**src/rtl/tsbus_pkg.sv**
```systemverilog
// Shared types, default widths and helpers for the tri-state bus arbiter.
package tsbus_pkg;

    typedef enum logic [1:0] {
        IDLE  = 2'd0,
        GRANT = 2'd1,
        TURN  = 2'd2
    } state_t;

    // Largest supported requester count; one-hot helper is sized for it.
    localparam int N_MAX      = 16;
    localparam int IDX_W_MAX  = 4;

    // Default parameterisation and the counter widths it implies.
    localparam int DEF_N           = 4;
    localparam int DEF_MAX_HOLD    = 4;
    localparam int DEF_TURN_CYCLES = 1;
    localparam int DEF_OWNER_W     = $clog2(DEF_N);
    localparam int DEF_HOLD_W      = $clog2(DEF_MAX_HOLD + 1);
    localparam int DEF_TURN_W      = $clog2(DEF_TURN_CYCLES + 1);

    // One-hot vector with bit idx set; callers keep the low N bits.
    function automatic logic [N_MAX-1:0] onehot(input logic [IDX_W_MAX-1:0] idx);
        return N_MAX'(1) << idx;
    endfunction

endpackage

```
**src/rtl/tristate_bus_arbiter_pick.sv**
```systemverilog
// Round-robin search: first set request at or above ptr, wrapping mod N.
module rr_priority_pick #(
    parameter int N     = 4,
    parameter int PTR_W = 2
) (
    input  logic [N-1:0]     req,
    input  logic [PTR_W-1:0] ptr,
    output logic             found,
    output logic [PTR_W-1:0] idx
);

    localparam int SW = PTR_W + 1;

    logic [N-1:0]     rot;
    logic [PTR_W-1:0] k;
    logic [SW-1:0]    idx_sum;

    // Rotate so that the pointer position lands at bit 0.
    genvar gi;
    generate
        for (gi = 0; gi < N; gi++) begin : g_rot
            logic [SW-1:0]    sum;
            logic [PTR_W-1:0] pos;
            assign sum    = {1'b0, ptr} + SW'(gi);
            assign pos    = (sum >= SW'(N)) ? PTR_W'(sum - SW'(N)) : PTR_W'(sum);
            assign rot[gi] = req[pos];
        end
    endgenerate

    // Lowest set bit of the rotated vector, then undo the rotation.
    always_comb begin
        found = 1'b0;
        k     = '0;
        for (int i = N - 1; i >= 0; i--) begin
            if (rot[i]) begin
                found = 1'b1;
                k     = PTR_W'(i);
            end
        end
        idx_sum = {1'b0, ptr} + {1'b0, k};
        idx     = (idx_sum >= SW'(N)) ? PTR_W'(idx_sum - SW'(N)) : PTR_W'(idx_sum);
    end

endmodule

```
**src/rtl/tristate_bus_arbiter.sv**
```systemverilog
// Round-robin owner selection for a shared bufif1 bus with tenure limit
// and an all-off turnaround gap between owners.
module tristate_bus_arbiter
    import tsbus_pkg::*;
#(
    parameter int N           = DEF_N,
    parameter int MAX_HOLD    = DEF_MAX_HOLD,
    parameter int TURN_CYCLES = DEF_TURN_CYCLES
) (
    input  logic                 clk,
    input  logic                 rst_n,
    input  logic [N-1:0]         req,
    output logic [N-1:0]         grant,
    output logic [$clog2(N)-1:0] owner,
    output logic                 bus_busy
);

    localparam int OWNER_W = $clog2(N);
    localparam int HOLD_W  = $clog2(MAX_HOLD + 1);
    localparam int TURN_W  = $clog2(TURN_CYCLES + 1);

    state_t               state_reg,  state_next;
    logic [N-1:0]         grant_reg,  grant_next;
    logic [OWNER_W-1:0]   owner_reg,  owner_next;
    logic [OWNER_W-1:0]   ptr_reg,    ptr_next;
    logic [HOLD_W-1:0]    hold_reg,   hold_next;
    logic [TURN_W-1:0]    turn_reg,   turn_next;

    logic                 pick_found;
    logic [OWNER_W-1:0]   pick_idx;
    logic [N_MAX-1:0]     pick_oh;

    rr_priority_pick #(
        .N     (N),
        .PTR_W (OWNER_W)
    ) u_pick (
        .req   (req),
        .ptr   (ptr_reg),
        .found (pick_found),
        .idx   (pick_idx)
    );

    assign pick_oh  = onehot(IDX_W_MAX'(pick_idx));
    assign grant    = grant_reg;
    assign owner    = owner_reg;
    assign bus_busy = |grant_reg;

    // State and output registers; reset drops every driver to high-Z at once.
    always_ff @(posedge clk or negedge rst_n) begin
        if (!rst_n) begin
            state_reg <= IDLE;
            grant_reg <= '0;
            owner_reg <= '0;
            ptr_reg   <= '0;
            hold_reg  <= '0;
            turn_reg  <= '0;
        end else begin
            state_reg <= state_next;
            grant_reg <= grant_next;
            owner_reg <= owner_next;
            ptr_reg   <= ptr_next;
            hold_reg  <= hold_next;
            turn_reg  <= turn_next;
        end
    end

    // Next-state logic: arbitrate in IDLE/end of TURN, enforce tenure in GRANT.
    always_comb begin
        state_next = state_reg;
        grant_next = grant_reg;
        owner_next = owner_reg;
        ptr_next   = ptr_reg;
        hold_next  = hold_reg;
        turn_next  = turn_reg;

        unique case (state_reg)
            IDLE: begin
                if (pick_found) begin
                    grant_next = pick_oh[N-1:0];
                    owner_next = pick_idx;
                    hold_next  = HOLD_W'(1);
                    state_next = GRANT;
                end
            end
            GRANT: begin
                if (req[owner_reg] && (hold_reg < HOLD_W'(MAX_HOLD))) begin
                    hold_next = hold_reg + HOLD_W'(1);
                end else begin
                    // Drop-out and tenure expiry on the same cycle is one release.
                    grant_next = '0;
                    ptr_next   = (owner_reg == OWNER_W'(N - 1)) ? '0
                                                                : owner_reg + OWNER_W'(1);
                    turn_next  = TURN_W'(1);
                    state_next = TURN;
                end
            end
            TURN: begin
                if (turn_reg >= TURN_W'(TURN_CYCLES)) begin
                    if (pick_found) begin
                        grant_next = pick_oh[N-1:0];
                        owner_next = pick_idx;
                        hold_next  = HOLD_W'(1);
                        state_next = GRANT;
                    end else begin
                        state_next = IDLE;
                    end
                end else begin
                    turn_next = turn_reg + TURN_W'(1);
                end
            end
            default: begin
                state_next = IDLE;
                grant_next = '0;
            end
        endcase
    end

endmodule
```
**config.mk**
```make
export PLATFORM = sky130hd
export DESIGN_NAME = tristate_bus_arbiter
export DESIGN_NICKNAME = d
export VERILOG_FILES = /design/src/rtl/tsbus_pkg.sv /design/src/rtl/tristate_bus_arbiter_pick.sv /design/src/rtl/tristate_bus_arbiter.sv
export SDC_FILE = /design/constraint.sdc
export NUM_CORES = 1
export LEC_CHECK = 0
export ABC_AREA = 1
export CELL_PAD_IN_SITES_DETAIL_PLACEMENT = 0
export CELL_PAD_IN_SITES_GLOBAL_PLACEMENT = 1
export CORE_UTILIZATION = 42
export CTS_CLUSTER_DIAMETER = 40
export DETAILED_ROUTE_END_ITERATION = 16
export GPL_ROUTABILITY_DRIVEN = 0
export HOLD_SLACK_MARGIN = 0.03
export PLACE_DENSITY_LB_ADDON = 0.1
export SLEW_MARGIN = 20
export SYNTH_ARGS = -nofsm -noshare
export SYNTH_HDL_FRONTEND = slang
export SYNTH_SLANG_ARGS = --single-unit
```
**constraint.sdc**
```tcl
create_clock -name clk -period 3.71 [get_ports clk]
set_clock_uncertainty 0.1 [all_clocks]
set_input_delay 0.742 -clock clk [delete_from_list [all_inputs] [get_ports clk]]
set_output_delay 0.742 -clock clk [all_outputs]
set_load 0.01 [all_outputs]
```
==> impl_metrics.toml <==
[routing]
drtIter0Drc = 12
drcViolationCount = 0
drtPass1Iterations = 4
num_vias = 896
wire_per_inst_um = 10.8
totalWireLength_um = 2000
ant_nets = 0
viasPerCell = 4.87

[setup_path]
critPathSlowestCell = "or4_1"
cp-startpoint = "grant[1]"
crit_type = "flip-flop to output pin"
crit_path_max_incr_delay_ns = 0.52
critPathMaxFanout = 3
critical_path_arrival_ns = 1.68
timing.rr.start = "ptr_reg[0]"
crit_path_cell_trace = "or4_1, clkdlybuf4s50_1"
endpoint_kind = "output pin"
worst_setup_path_start_kind = "flip-flop"
required_ns = 2.87

[sta]
layout_setup_ws_ns = 1.19
tightest_slew_ns = 0.624
report.final.slew_viol_count = 0
setup_viol = 0
post-route-period-util_pct = 68.0
hold_violations = 0
hold_ws_ns = 0.382
max_freq_mhz = 396
maxSlewHeadroom_pct = 58.3
setup_tns_ns = 0
rsz0062_at_grt = "false"
finalCriticalPeriod_ns = 2.52

[synthesis]
synth_top_area_share_pct = 33.7
netlist_top_cells_area = "dfrtp_1 34%, nand2_1 21%, nand2_4 6.5%"
seq_area_frac_synth_pct = 33.7
yosysMostFrequentCell = "nand2_1"
synth_ff_type = "dfrtp_1"
syn_avg_cell_area_um2 = 7.33
yosys-top-cells-count = "59 x nand2_1, 14 x dfrtp_1, 14 x inv_1"
synth-seq-cells = 14
synth_fp_nets = 151
synthArstFlopShare_pct = 100
netlist_instances = 142
synth_area_mm2 = 0.00104
synth_edf_count = 0
yosysTopAreaCell = "dfrtp_1"
yosys_warnings = 0
ys_types = 25

[placement]
dp_hpwl_um = 1590
io_buffers = 12
pre_cts_slack_ns = 0.934

[clocking]
clk_latency_ns = 0.28
cts_buffer_depth = 2
htreeDepth = 1
cts.sinks = 14
cts_root_buffer = "clkbuf_4"
cts.clk_slew.worst_paths_ns = 0.09
cts_tree = "built"
holdBufCountCts = 0
post_cts.repair.setup_buffers = 0
cts_resized = 0
cts_made_buffers = 3

[floorplan]
start_util_pct = 45.7
dieArea_mm2 = 0.00268
dieHeight_um = 51.8
chipWidth_um = 51.8
placementRows = 17
core_area_mm2 = 0.00228
pin_count = 13

[global_route]
gr-usage-met1_pct = 26.3
use_met2_pct = 27.7
grt_pass1_wl_um = 3640
antenna_found_initial = 0
met3_usage_pct = 5.26
grt_overflow = 0
grt_usage_pct = 18.3
grt_pass1_vias = 856
grt_max_degree = 15
grt-busiest-layer = "met2"

[power_and_ir_drop]
powerDensity_mw_per_mm2 = 990
cellLeakagePower_nw = 0.665
total_power_mw = 1.20
ir_drop_uv = 519

[cells_and_area]
area_growth_pct = 16.6
drive_gt1_share_pct = 20.5
largest_reg_flops = 4
antennaDiodeCount = 0
nNetsFinal = 166

[flow_run]
maxCapViolations = 0

[hold_path]
hold_class = "flip-flop to flip-flop"
worstHoldStart = "turn_reg"

[run_status]
outcome = "completed"
report_power, final:
| part | internal, mW | leakage [nW] | switching (mW) |
|---|---|---|---|
| registers | 0.214 | 0.173 | 0.0771 |
| logic | 0.308 | 0.471 | 0.490 |
| clock network | 0.0598 | 0.0210 | 0.0526 |
| total | 0.582 | 0.665 | 0.620 |
through the flow:
stage               utilization [%]  instance area, um^2  cells
floorplan                         -                 1040    142
global placement               51.7                 1180    180
detailed placement             51.7                 1180    180
CTS                            53.3                 1210    184
global route                   53.3                 1210    184
finish                         53.3                 1210    184
final timing paths:
| path | end | slack [ns] | cells after the start |
|---|---|---|---|
| min in group asynchronous | turn_reg | 0.74 | 1 |
| max in group asynchronous | owner[0] | 2.37 | 1 |
| hold reg to reg | turn_reg | 0.38 | 1 |
| hold / removal | turn_reg | 0.38 | 1 |
| setup reg to reg | grant[2] | 1.49 | 13 |
| setup / recovery | bus_busy | 1.19 | 2 |
routing by layer:
metal	vias up	routed length, um
li1	466	-
met1	404	1030
met2	24	847
met3	2	107
met4	0	8
met5	-	0
cell families after synthesis:
logic type,after synthesis,synth area share (%)
simple gates,96,47.6
buf+inv,20,8.77
fa+ha+maj,3,3.61
flops,14,33.7
compound gates,7,4.69
xor+xnor,2,1.68
cell type report:
type                    instances  area (um^2)
fillers                       247         1060
multi-input cells             108          599
flip-flops and latches         14          350
repair buffers                 12          120
inverters                      18         72.6
clock buffers                   4         36.3
well taps                      28         35.0
critical path: cells and delay by family (launching register included):
kind | cells | cell delay (ns)
buffers and inverters | 1 | 0.49
AND/OR/NAND/NOR | 1 | 0.52
flip-flops | 1 | 0.40
placed cells by master (no fill, tap or decap), types with 5 or more instances in the layout:
master,n
nand3_1,8
nand2_2,9
dfrtp_1,14
nor2_1,5
nand2_4,6
inv_1,14
nand2_1,59
clkdlybuf4s50_1,12
No activity file was read; power rests on OpenSTA's default activity.
==> patch 1, RTL diff (config.mk and constraints unchanged) <==
The 3 states of `state_t` get a one-hot encoding in 3 bits.
--- a/src/rtl/tsbus_pkg.sv
+++ b/src/rtl/tsbus_pkg.sv
@@ -3,6 +3,6 @@
 
-    typedef enum logic [1:0] {
-        IDLE  = 2'd0,
-        GRANT = 2'd1,
-        TURN  = 2'd2
+    typedef enum logic [2:0] {
+        IDLE  = 3'b001,
+        GRANT = 3'b010,
+        TURN  = 3'b100
     } state_t;
Function: same outputs for any inputs over 10 cycles, from zero or initial values and one cycle with rst_n low; not proved beyond that.
==> patch 1 against the original RTL <==
- area after synthesis rose by 2.5%
- final area is 1.3% higher
- sequential cell count rose by 1
- setup slack got worse by 0.0068 ns
- highest routed layer unchanged
- wire length rose by 7.7%
- critical path type unchanged
- combinational power shrank 12%
- total power down 9.5%
- utilization rose by 0.21 points
==> patch 1: results (changes against the original RTL) <==
metric;value;unit;change
status;finished, final reports clean;;
PD cells;884;mW/mm2;-11%
drt wl/cell;10.9;um;+0.61%
met2 wire length;929;um;+9.7%
r2r setup slk;1.53;ns;+0.04 ns
top cells by count, synth;nand2_1 (71), inv_1 (19), nand3_1 (15);;
total track usage;19.4;%;+1.0 points
first-pass GRT wire length;3910;um;+7.4%
GRT met3 Usage;6.09;%;+0.82 points
TritonRoute pass-1 iters;4;;unchanged
routed via count;979;;+9.3%
First DRT Iteration DRCs;28;;+16
part of the power in registers;26.9;%;+2.7 points
number of global-route vias before repair;965;;+13%
hold path endpoint;hold_reg[1];;
post-DP HPWL;1700;um;+6.9%
Switch Pwr;0.562;mW;-9.4%
Hold Crit Start;hold_reg[1];;
worst slack, placed;0.982;ns;+0.0480 ns
nets;179;;+7.8%
Synth area leaders;dfrtp_1 (33%), nand2_1 (25%), nand3_1 (7.0%), inv_1 (6.7%), nand2_2 (4.1%);;
met2 usage;29.1;%;+1.4 points
relative slew slack;54.8;%;-3.5 points
largest net degree at the start of global routing;16;;+1
Via density;4.97;;+2.1%
syn avg cell area;6.89;um2;-6.1%
yosys warns;0;;unchanged
Worst VDD drop;454;uV;-13%
critical path's slowest cell;or4_1;;
PostCTS Resize Cnt;0;;unchanged
WL met3;69;um;-36%
H-Tree Depth;1;;unchanged
GR Util met1;26.8;%;+0.51 points
sequential area share after synthesis;35.3;%;+1.6 points
asr flop ratio synth;100;%;unchanged
leak pwr;0.698;nW;+5.0%
max layer used;met4;;
placed cell area;0.00120;mm2;+2.2%
Logic pwr share;64.5;%;-1.9 points
Filler cells;249;;+0.81%
r2r endpoint;grant[2];;
Hold Path Stages;2;;+1
clk_lat worst skew;0.28;ns;about the same
Crit path max-delay family;simple AND/OR/NAND/NOR gates;;
Num CTS Buffers;3;;unchanged
Synth Net Count;164;;+8.6%
share of layout cells above drive strength 1;12.4;%;-8.1 points
initial antenna violation count;0;;unchanged
Placed Instances;193;;+7.2%
Synth cell types;23;;-8.0%
M1 wire length;1140;um;+11%
[patch 1: cell types whose count changed after synthesis, moves of 2 or more]
| cell | delta |
|---|---|
| inv_4 | -2 |
| nor2_1 | -2 |
| nand2_2 | -2 |
| nand2_4 | -6 |
| a21oi_1 | +2 |
| nand3_1 | +7 |
| nand2_1 | +12 |
| inv_1 | +5 |
[patch 1: worst reg2reg max path, stage by stage (launching register included)]
cell and delay (ns):
dfrtp_1 0.63, inv_6 0.09, nand2_1 0.07, nand2_1 0.08, nand2_1 0.09, nand2_2 0.10
a21oi_1 0.13, nor2_1 0.06, ha_1 0.19, xor2_1 0.14, nand3b_1 0.18, nand2_2 0.14
nand2_1 0.07, nand2_1 0.06
[patch 1: per-stage QoR]
step	hold slack [ns]	util (%)
2_1_floorplan	0.340	-
3_3_place_gp	0.356	52.4
3_5_place_dp	0.381	52.4
4_1_cts	0.401	53.5
5_1_grt	0.414	53.5
6_report	0.397	53.5
[patch 1: worst max-delay path by stage]
stage                  start       end  slack [ns]  cells after the start
finish              grant[1]  bus_busy        1.18                      2
global route          req[2]  grant[2]        1.04                     13
CTS                 grant[1]  bus_busy        1.17                      2
detailed placement    req[2]  grant[2]        0.98                     13
global placement      req[2]  grant[2]        0.98                     13
floorplan             req[1]  grant[0]        1.66                     12
[patch 1: final cells by class]
type                       instances  area share, %
clock buffer                       4           2.14
inverter                          21           6.82
multi-input combinational        117           47.8
sequential                        15           30.6
tap                               28           2.85
timing repair buffer              12           9.77
[patch 1: cells by family after synthesis]
kind of cell	synth area share, %
adders and majority gates	3.52
buffers and inverters	9.61
DFF	35.3
AOI/OAI and AO/OA	5.04
and+or+nand+nor	44.9
xor gates and xnor gates	1.64
==> patch 2, RTL diff (same flow settings) <==
Without the edit above. `DEF_N`: 4 -> 8.
--- a/src/rtl/tsbus_pkg.sv
+++ b/src/rtl/tsbus_pkg.sv
@@ -14,3 +14,3 @@
     // Default parameterisation and the counter widths it implies.
-    localparam int DEF_N           = 4;
+    localparam int DEF_N           = 8;
     localparam int DEF_MAX_HOLD    = 4;
Interface: changed (resized grant, owner and req); port bits go from 13 to 22. No check against the original RTL was run, so the function may have changed too.
==> patch 2 against the original RTL <==
- final area increased by 60%
- via count increased by 67%
- wire length increased by 84%
- critical path type is now in -> reg
- setup slack got worse by 0.82 ns
- sequential cell count increased by 6
- global-route usage increased by 1.9 points
- critical endpoint is now grant[1]
- area after synthesis increased by 56%
Power is left out: the tool's default activity adds up to more than one toggle a clock period on the data nets, which glitch-free logic cannot reach.
==> patch 2: results (changes against the original RTL) <==
metric;value;unit;change
M1 wire length;1730;um;+67%
max-cap viol count;0;;unchanged
number of global-route vias before repair;1448;;+69%
Hold Crit Start;turn_reg;;
Reg2Reg Depth;18;;+5
Synth cell types;29;;+16%
largest net degree at the start of global routing;21;;+6
final hold violations;0;;unchanged
drt wl/cell;12.2;um;+12%
GRT met3 Usage;1.61;%;-3.7 points
met2 usage;35.8;%;+8.1 points
top cells by count, synth;nand2_1 (76), nand3_1 (31), dfrtp_1 (20);;
Synth Net Count;246;;+63%
TritonRoute pass-1 iters;4;;unchanged
Non-Filler Instances;302;;+64%
GR Util met1;25.4;%;-0.97 points
Max Freq;0.299;GHz;-25%
WL met3;90;um;-16%
hold path endpoint;turn_reg;;
clk_lat worst skew;0.25;ns;-0.03 ns
relative slew slack;43.1;%;-15 points
Hold Path Stages;2;;+1
sequential area share after synthesis;30.8;%;-2.9 points
largest family of logic cells by synthesized area;simple AND/OR/NAND/NOR gates;;
first-pass GRT wire length;6530;um;+79%
nets;272;;+64%
CTS root buffer;clkbuf_8;;
xor and xnor area share after synthesis;3.69;%;+2.0 points
met2 wire length;1830;um;+120%
Synth area leaders;dfrtp_1 (31%), nand2_1 (18%), nand3_1 (9.5%), nand2_2 (5.8%), ha_1 (4.6%);;
Clk pin slew, worst setup/hold paths;0.07;ns;-0.02 ns
status;finished, final reports clean;;
FF-to-FF Start;ptr_reg[0];;
routed via count;1500;;+67%
worst endpoint data arrival time;3.44;ns;+1.76 ns
share of layout cells above drive strength 1;15.4;%;-5.2 points
CTS Buffer Depth;2;;unchanged
post-DP HPWL;2980;um;+87%
post-synthesis compound-gate area fraction;6.15;%;+1.5 points
placed cell area;0.00189;mm2;+60%
Worst Path Max Fanout;7;;+4
worst slack, placed;0.0909;ns;-0.843 ns
r2r endpoint;grant[1];;
r2r setup slk;0.49;ns;-1.00 ns
Setup CP Type;in -> reg;;
First DRT Iteration DRCs;79;;+67
syn avg cell area;7.10;um2;-3.1%
H-Tree Depth;1;;unchanged
Worst Hold Slack;0.377;ns;-0.00511 ns
max reg flops;8;;+4
Post-Synth Adder-Cell Area;5.85;%;+2.2 points
total track usage;20.2;%;+1.9 points
setup bufs post-CTS;0;;unchanged
IO buf count;21;;+9
initial antenna violation count;0;;unchanged
CP startpoint;req[4];;
==> patch 2: changes by cell type after synthesis, moves of 5 or more <==
cell / change
dfrtp_1: +6
nand3_1: +23
o21ai_0: +5
o21ai_1: +5
nor2_1: +14
nand2_2: +6
nand2_1: +17
==> patch 2: worst max-delay path, cell delays in order <==
cell and delay (ns):
clkdlybuf4s50_1 0.54, nand2_1 0.12, nand3_1 0.14, nand3_1 0.09, nand2_1 0.10, a21oi_1 0.04
o21ai_0 0.14, nand2_1 0.06, a21boi_0 0.16, ha_1 0.17, inv_1 0.04, fa_1 0.36
xor2_1 0.17, nand3b_2 0.26, nand2_2 0.15, nand3_1 0.09, nand2_1 0.06
==> patch 2: cell type report <==
class | instances | area (um2)
multi-input combinational | 189 | 1020
inverter | 16 | 67.6
tap | 48 | 60.1
clock buffer | 4 | 55.1
timing repair buffer | 25 | 240
sequential | 20 | 500
fill | 379 | 1750
